### src/rtl/adc_dma_framer.sv
// ADC-to-AXI-Stream framer: converts two offset-binary ADC channels to signed
// 16-bit, optionally decimates, and emits fixed-length tlast-terminated frames.
module adc_dma_framer #(
    parameter int unsigned ADC_WIDTH  = 14,
    parameter int unsigned FIFO_DEPTH = 16,
    parameter int unsigned LEN_WIDTH  = 16
) (
    input  logic                 adc_clock,
    input  logic                 adc_rst_n,
    input  logic [ADC_WIDTH-1:0] adc_dat_a_i,
    input  logic [ADC_WIDTH-1:0] adc_dat_b_i,
    input  logic                 arm_i,
    input  logic [LEN_WIDTH-1:0] frame_len_i,
    input  logic [LEN_WIDTH-1:0] decim_i,
    output logic [31:0]          m_axis_tdata,
    output logic [3:0]           m_axis_tkeep,
    output logic                 m_axis_tlast,
    output logic                 m_axis_tvalid,
    input  logic                 m_axis_tready,
    output logic                 busy_o,
    output logic                 done_o,
    output logic                 overflow_o
);

    localparam int unsigned SAMP_W = 16;
    localparam int unsigned EXT_W  = SAMP_W - ADC_WIDTH;
    localparam int unsigned PTR_W  = $clog2(FIFO_DEPTH);
    localparam int unsigned CNT_W  = PTR_W + 1;
    localparam int unsigned WORD_W = 2 * SAMP_W + 1;

    typedef enum logic [1:0] {S_IDLE, S_CAPTURE, S_DRAIN} state_t;

    state_t                r_state;
    state_t                w_state_nxt;
    logic [SAMP_W-1:0]     r_a;
    logic [SAMP_W-1:0]     r_b;
    logic [LEN_WIDTH-1:0]  r_len;
    logic [LEN_WIDTH-1:0]  r_dec;
    logic [LEN_WIDTH-1:0]  r_beat;
    logic [LEN_WIDTH-1:0]  r_dcnt;
    logic                  r_ovf;
    logic                  r_done;
    logic [WORD_W-1:0]     r_mem [FIFO_DEPTH];
    logic [PTR_W-1:0]      r_wr_ptr;
    logic [PTR_W-1:0]      r_rd_ptr;
    logic [CNT_W-1:0]      r_cnt;
    logic [31:0]           r_tdata;
    logic                  r_tlast;
    logic                  r_tvalid;

    logic [ADC_WIDTH-1:0]  w_a_conv;
    logic [ADC_WIDTH-1:0]  w_b_conv;
    logic [CNT_W-1:0]      w_occ;
    logic                  w_full;
    logic                  w_last;
    logic                  w_load;
    logic                  w_push;
    logic                  w_drop;
    logic                  w_done;
    logic                  w_mem_rd;

    // Offset binary to two's complement: keep MSB, invert the rest
    assign w_a_conv = {adc_dat_a_i[ADC_WIDTH-1], ~adc_dat_a_i[ADC_WIDTH-2:0]};
    assign w_b_conv = {adc_dat_b_i[ADC_WIDTH-1], ~adc_dat_b_i[ADC_WIDTH-2:0]};

    // Occupancy counts the output register too, so total storage is FIFO_DEPTH
    assign w_occ    = r_cnt + CNT_W'(r_tvalid);
    assign w_full   = (w_occ == CNT_W'(FIFO_DEPTH));
    assign w_last   = (r_beat == r_len - LEN_WIDTH'(1));
    assign w_mem_rd = (r_cnt != '0) && (!r_tvalid || m_axis_tready);

    always_ff @(posedge adc_clock or negedge adc_rst_n) begin
        if (!adc_rst_n) begin
            r_state <= S_IDLE;
        end else begin
            r_state <= w_state_nxt;
        end
    end

    always_comb begin
        w_state_nxt = r_state;
        w_load      = 1'b0;
        w_push      = 1'b0;
        w_drop      = 1'b0;
        w_done      = 1'b0;
        case (r_state)
            S_IDLE: begin
                if (arm_i) begin
                    w_load      = 1'b1;
                    w_state_nxt = S_CAPTURE;
                end
            end
            S_CAPTURE: begin
                if (r_dcnt == '0) begin
                    if (w_full) begin
                        w_drop = 1'b1;
                    end else begin
                        w_push = 1'b1;
                        if (w_last) begin
                            w_state_nxt = S_DRAIN;
                        end
                    end
                end
            end
            S_DRAIN: begin
                if (r_tvalid && m_axis_tready && r_tlast) begin
                    w_done      = 1'b1;
                    w_state_nxt = S_IDLE;
                end
            end
            default: w_state_nxt = S_IDLE;
        endcase
    end

    always_ff @(posedge adc_clock or negedge adc_rst_n) begin
        if (!adc_rst_n) begin
            r_a    <= '0;
            r_b    <= '0;
            r_len  <= '0;
            r_dec  <= '0;
            r_beat <= '0;
            r_dcnt <= '0;
            r_ovf  <= 1'b0;
            r_done <= 1'b0;
        end else begin
            r_a    <= {{EXT_W{w_a_conv[ADC_WIDTH-1]}}, w_a_conv};
            r_b    <= {{EXT_W{w_b_conv[ADC_WIDTH-1]}}, w_b_conv};
            r_done <= w_done;
            if (w_load) begin
                r_len  <= (frame_len_i == '0) ? LEN_WIDTH'(1) : frame_len_i;
                r_dec  <= decim_i;
                r_beat <= '0;
                r_dcnt <= '0;
                r_ovf  <= 1'b0;
            end else if (r_state == S_CAPTURE) begin
                r_dcnt <= (r_dcnt == r_dec) ? '0 : r_dcnt + LEN_WIDTH'(1);
                if (w_push) begin
                    r_beat <= r_beat + LEN_WIDTH'(1);
                end
                if (w_drop) begin
                    r_ovf <= 1'b1;
                end
            end
        end
    end

    always_ff @(posedge adc_clock) begin
        if (w_push) begin
            r_mem[r_wr_ptr] <= {w_last, r_b, r_a};
        end
    end

    // FIFO pointers plus a registered output stage that refills whenever it frees up
    always_ff @(posedge adc_clock or negedge adc_rst_n) begin
        if (!adc_rst_n) begin
            r_wr_ptr <= '0;
            r_rd_ptr <= '0;
            r_cnt    <= '0;
            r_tdata  <= '0;
            r_tlast  <= 1'b0;
            r_tvalid <= 1'b0;
        end else begin
            if (w_push) begin
                r_wr_ptr <= r_wr_ptr + PTR_W'(1);
            end
            r_cnt <= r_cnt + CNT_W'(w_push) - CNT_W'(w_mem_rd);
            if (w_mem_rd) begin
                r_rd_ptr <= r_rd_ptr + PTR_W'(1);
                r_tdata  <= r_mem[r_rd_ptr][31:0];
                r_tlast  <= r_mem[r_rd_ptr][WORD_W-1];
                r_tvalid <= 1'b1;
            end else if (m_axis_tready) begin
                r_tvalid <= 1'b0;
            end
        end
    end

    assign m_axis_tdata  = r_tdata;
    assign m_axis_tkeep  = 4'hF;
    assign m_axis_tlast  = r_tlast;
    assign m_axis_tvalid = r_tvalid;
    assign busy_o        = (r_state != S_IDLE);
    assign done_o        = r_done;
    assign overflow_o    = r_ovf;

endmodule

### config.mk
export PLATFORM = sky130hd
export DESIGN_NAME = adc_dma_framer
export DESIGN_NICKNAME = d
export VERILOG_FILES = /design/src/rtl/adc_dma_framer.sv
export SDC_FILE = /design/constraint.sdc
export NUM_CORES = 1
export LEC_CHECK = 0
export BUFFER_PORTS_ARGS = -buffer_cell sky130_fd_sc_hd__buf_2
export CORE_ASPECT_RATIO = 1.1
export CORE_MARGIN = 4
export CORE_UTILIZATION = 52
export DETAILED_ROUTE_END_ITERATION = 16
export GPL_TIMING_DRIVEN = 0
export PLACE_DENSITY_LB_ADDON = 0.15
export SKIP_LAST_GASP = 1
export SLEW_MARGIN = 10
export SYNTH_ARGS = -nofsm -noshare
export SYNTH_HDL_FRONTEND = slang
export SYNTH_SLANG_ARGS = --single-unit
### constraint.sdc
create_clock -name adc_clock -period 7.6 [get_ports adc_clock]
set_clock_uncertainty 0.1 [all_clocks]
set_input_delay 0 -clock adc_clock [delete_from_list [all_inputs] [get_ports adc_clock]]
set_output_delay 0 -clock adc_clock [all_outputs]
set_load 0.005 [all_outputs]
==> run metrics <==
Yosys warnings 0; antenna viol nets, final 0; Area Overhead vs Synth 20.3%; share of layout cells above drive strength 1 0.297; critical path class reg -> reg; vias per inst about 5.8; Final Hold Viols 0; H-tree depth 2; io pins roughly 110; cell count after synthesis about 1300; final instance area 0.0289 mm^2; relative slew slack 0.150; Critical Path AT about 4.7 ns; Data required, critical path around 8.0 ns; Port Buffers 100; slowest CP cell a21oi_1; Worst Hold Class in -> reg; routability cong. 0.821; Worst R2R Path Depth 15; FILL cells ~3200; RSZ-0062 raised after global routing false; Setup violations, final 0; global-route usage over all layers 0.218; flops & latches, synth 603; via count roughly 13000; CP endpoint kind register; drt first pass iters 4; Async SR Flop Fraction 0.231; Clock Latency Late Sink a little over 0.6 ns; GRT overflow 0; DP HPWL 33000 um; Die X approximately 210 um; critical path fanouts, max 10; DRT iter0 DRCs between 1000 and 1500; drt wl/cell 24.2 um; residual DRC count 0; Worst Hold Path Cells 3; Seq/Total Area, Yosys 0.725; Layout Nets approximately 1600; Leakage around 10 nW; first-pass GRT wire length between 80000 and 90000 um; Worst-path clk slew 0.06 ns; ys flop type edfxtp_1; dominant cells by area after synthesis edfxtp_1 58%, dfrtp_1 14%, mux4_2 13%; initial antenna violation count 0; Peak supply drop between 0.15 and 0.2 mV; row count just over 80; power density cells between 300 and 400 mW/mm^2; MaxCap Viol Count 0; CTS tree yes; synth unique cells 56; status finished, final reports clean; Die Ht approximately 230 um; most common cell in the netlist edfxtp_1; Synth area leader edfxtp_1; Initial Utilization 0.526; antenna diode count 0; Tcrit/Tclk final 0.565; largest net degree at the start of global routing 102; Post-synth top cells 464 x edfxtp_1, 139 x dfrtp_1, 137 x mux4_2; Setup TNS Final 0 ns; Slew Limit Fails 0; CP startpoint kind register; critical-path cell list inv_1, ha_1, nor4b_1, a21oi_1, clkbuf_1, ha_1, inv_1, ha_1, inv_1, fa_1, inv_1, a21oi_1, nor2_1, nor2_1, xnor2_1; number of synthesized flops with an enable pin between 400 and 500; die footprint about 0.050 mm^2; post-synth top area share 0.580; Root Driver clkbuf_16; Top cell by count, worst path inv_1; synthesized area per cell around 19 um^2; Sink Count roughly 600; postcts setup bufs 0; max incr delay on CP about 0.98 ns; placed inst area 0.0259 mm^2; CTS max path bufs 3; Total Wirelength between 50000 and 60000 um; Slew @ Worst Pin approximately 1.3 ns; vias in the first global route 13000; core footprint between 0.04 and 0.05 mm^2; Mapped Area approximately 0.024 mm^2; min Tclk post-route 4.29 ns; CTS buffer count 60; Fmax 0.233 GHz
-- what timing repair did --
item,CTS,global route
hold endpoints to repair,205,0
resized for setup,0,0
hold buffers,95,0
endpoints found under the setup margin,0,0
-- final timing paths --
| check | startpoint | to | slack [ns] |
|---|---|---|---|
| max | r_cnt[2]$_DFF_PN0_ | r_cnt[4]$_DFF_PN0_ | 3.31 |
| min | m_axis_tready | m_axis_tvalid$_DFFE_PN0P_ | 0.05 |
| max reg2reg | r_cnt[2]$_DFF_PN0_ | r_cnt[4]$_DFF_PN0_ | 3.31 |
| min reg2reg | m_axis_tdata[20]$_DFFE_PN0P_ | m_axis_tdata[20]$_DFFE_PN0P_ | 0.40 |
| max in group asynchronous | adc_rst_n | r_a[1]$_DFF_PN0_ | 6.44 |
| min in group asynchronous | adc_rst_n | r_dec[3]$_DFFE_PN0P_ | 0.39 |
-- placed cells by master (no fill, tap or decap), drive strengths merged, types with 2 or more instances in the layout --
master,Yosys,layout
dfrtp,139,139
and2,2,2
buf,25,157
a21oi,13,13
a21o,6,6
nor4b,2,2
nand2,36,36
or4,5,5
xor2,19,19
a311oi,2,2
o32ai,4,4
nand3b,2,2
conb,1,4
and3,10,10
o21ai,27,27
edfxtp,464,464
dlygate4sd3,0,94
o31ai,2,2
nor4,13,13
nor2,45,45
bufinv,0,8
nor3,30,30
nor3b,2,2
or2,2,2
mux4,137,137
nand2b,5,5
mux2,69,69
a41oi,2,2
inv,47,48
clkinv,0,17
clkbuf,36,120
nand3,22,22
a22o,6,6
ha,19,19
xnor2,46,46
nand4,11,11
-- critical path: cells and delay by family (launching register included) --
family	cells	cell delay (ns)
xor+xnor	1	0.12
buf+inv	5	1.01
fa+ha+maj	4	1.15
flops	1	0.44
simple gates	3	0.33
compound gates	2	1.04
-- stage by stage --
| stage | instances | utilization | setup WS [ns] | power [mW] | hold WS (ns) |
|---|---|---|---|---|---|
| after floorplan | 1265 | - | 3.21 | 5.63 | -0.396 |
| after global placement | 1953 | 0.553 | 0.346 | 6.33 | 0.00857 |
| after detailed placement | 1984 | 0.567 | 3.33 | 6.37 | -0.185 |
| after CTS | 2190 | 0.633 | 3.32 | 9.44 | 0.00521 |
| after global routing | 2190 | 0.633 | 3.11 | 9.76 | 0.0381 |
| final | 2190 | 0.633 | 3.31 | 9.33 | 0.0525 |
-- cell families (layout without fill, tap and decap cells) --
kind of cell / Yosys count / in the layout / share of synthesized area
compound gates: 67 / 67 / 0.0186
xor+xnor: 65 / 65 / 0.0237
fa+ha+maj: 20 / 20 / 0.0107
buf+inv: 108 / 445 / 0.0190
flops: 603 / 603 / 0.725
mux: 207 / 207 / 0.161
other cells: 1 / 4 / 0.000156
simple gates: 191 / 191 / 0.0411
-- report_power, final --
| part | total [mW] | leakage (nW) | internal, mW | switching, mW |
|---|---|---|---|---|
| clock network | 3.03 | 0.995 | 1.80 | 1.22 |
| registers | 3.96 | 5.87 | 3.75 | 0.207 |
| logic | 2.34 | 3.34 | 1.23 | 1.12 |
| total | 9.33 | 10.2 | 6.79 | 2.54 |
-- sequential cells by signal, summed over array words and instances, names as in the netlist --
register / cells
done_o: 1
r_dec: 16
r_rd_ptr: 4
r_mem: 464
m_axis_tdata: 28
r_beat: 16
r_len: 16
m_axis_tvalid: 1
r_a: 14
r_dcnt: 16
r_b: 14
r_cnt: 5
r_state: 2
overflow_o: 1
m_axis_tlast: 1
r_wr_ptr: 4
-- area by class of cell --
type | instances | area [um^2] | share of cell area
Clock inverter | 27 | 352 | 0.0122
Clock buffer | 84 | 1670 | 0.0579
Tap cell | 588 | 736 | 0.0255
Inverter | 47 | 176 | 0.00611
Sequential cell | 603 | 17400 | 0.603
Timing Repair Buffer | 226 | 2000 | 0.0692
Buffer | 61 | 280 | 0.00970
Multi-Input combinational cell | 554 | 6260 | 0.217
-- per-layer routing --
| layer | global-route usage | vias up | wire [um] |
|---|---|---|---|
| met3 | 0.0352 | 70 | 2680 |
| met2 | 0.368 | 364 | 26900 |
| met4 | 0.0515 | 0 | 1170 |
| met1 | 0.301 | 6603 | 22200 |
| li1 | - | 5563 | - |
| met5 | 0 | - | 0 |
(Power assumes the default switching activity.)
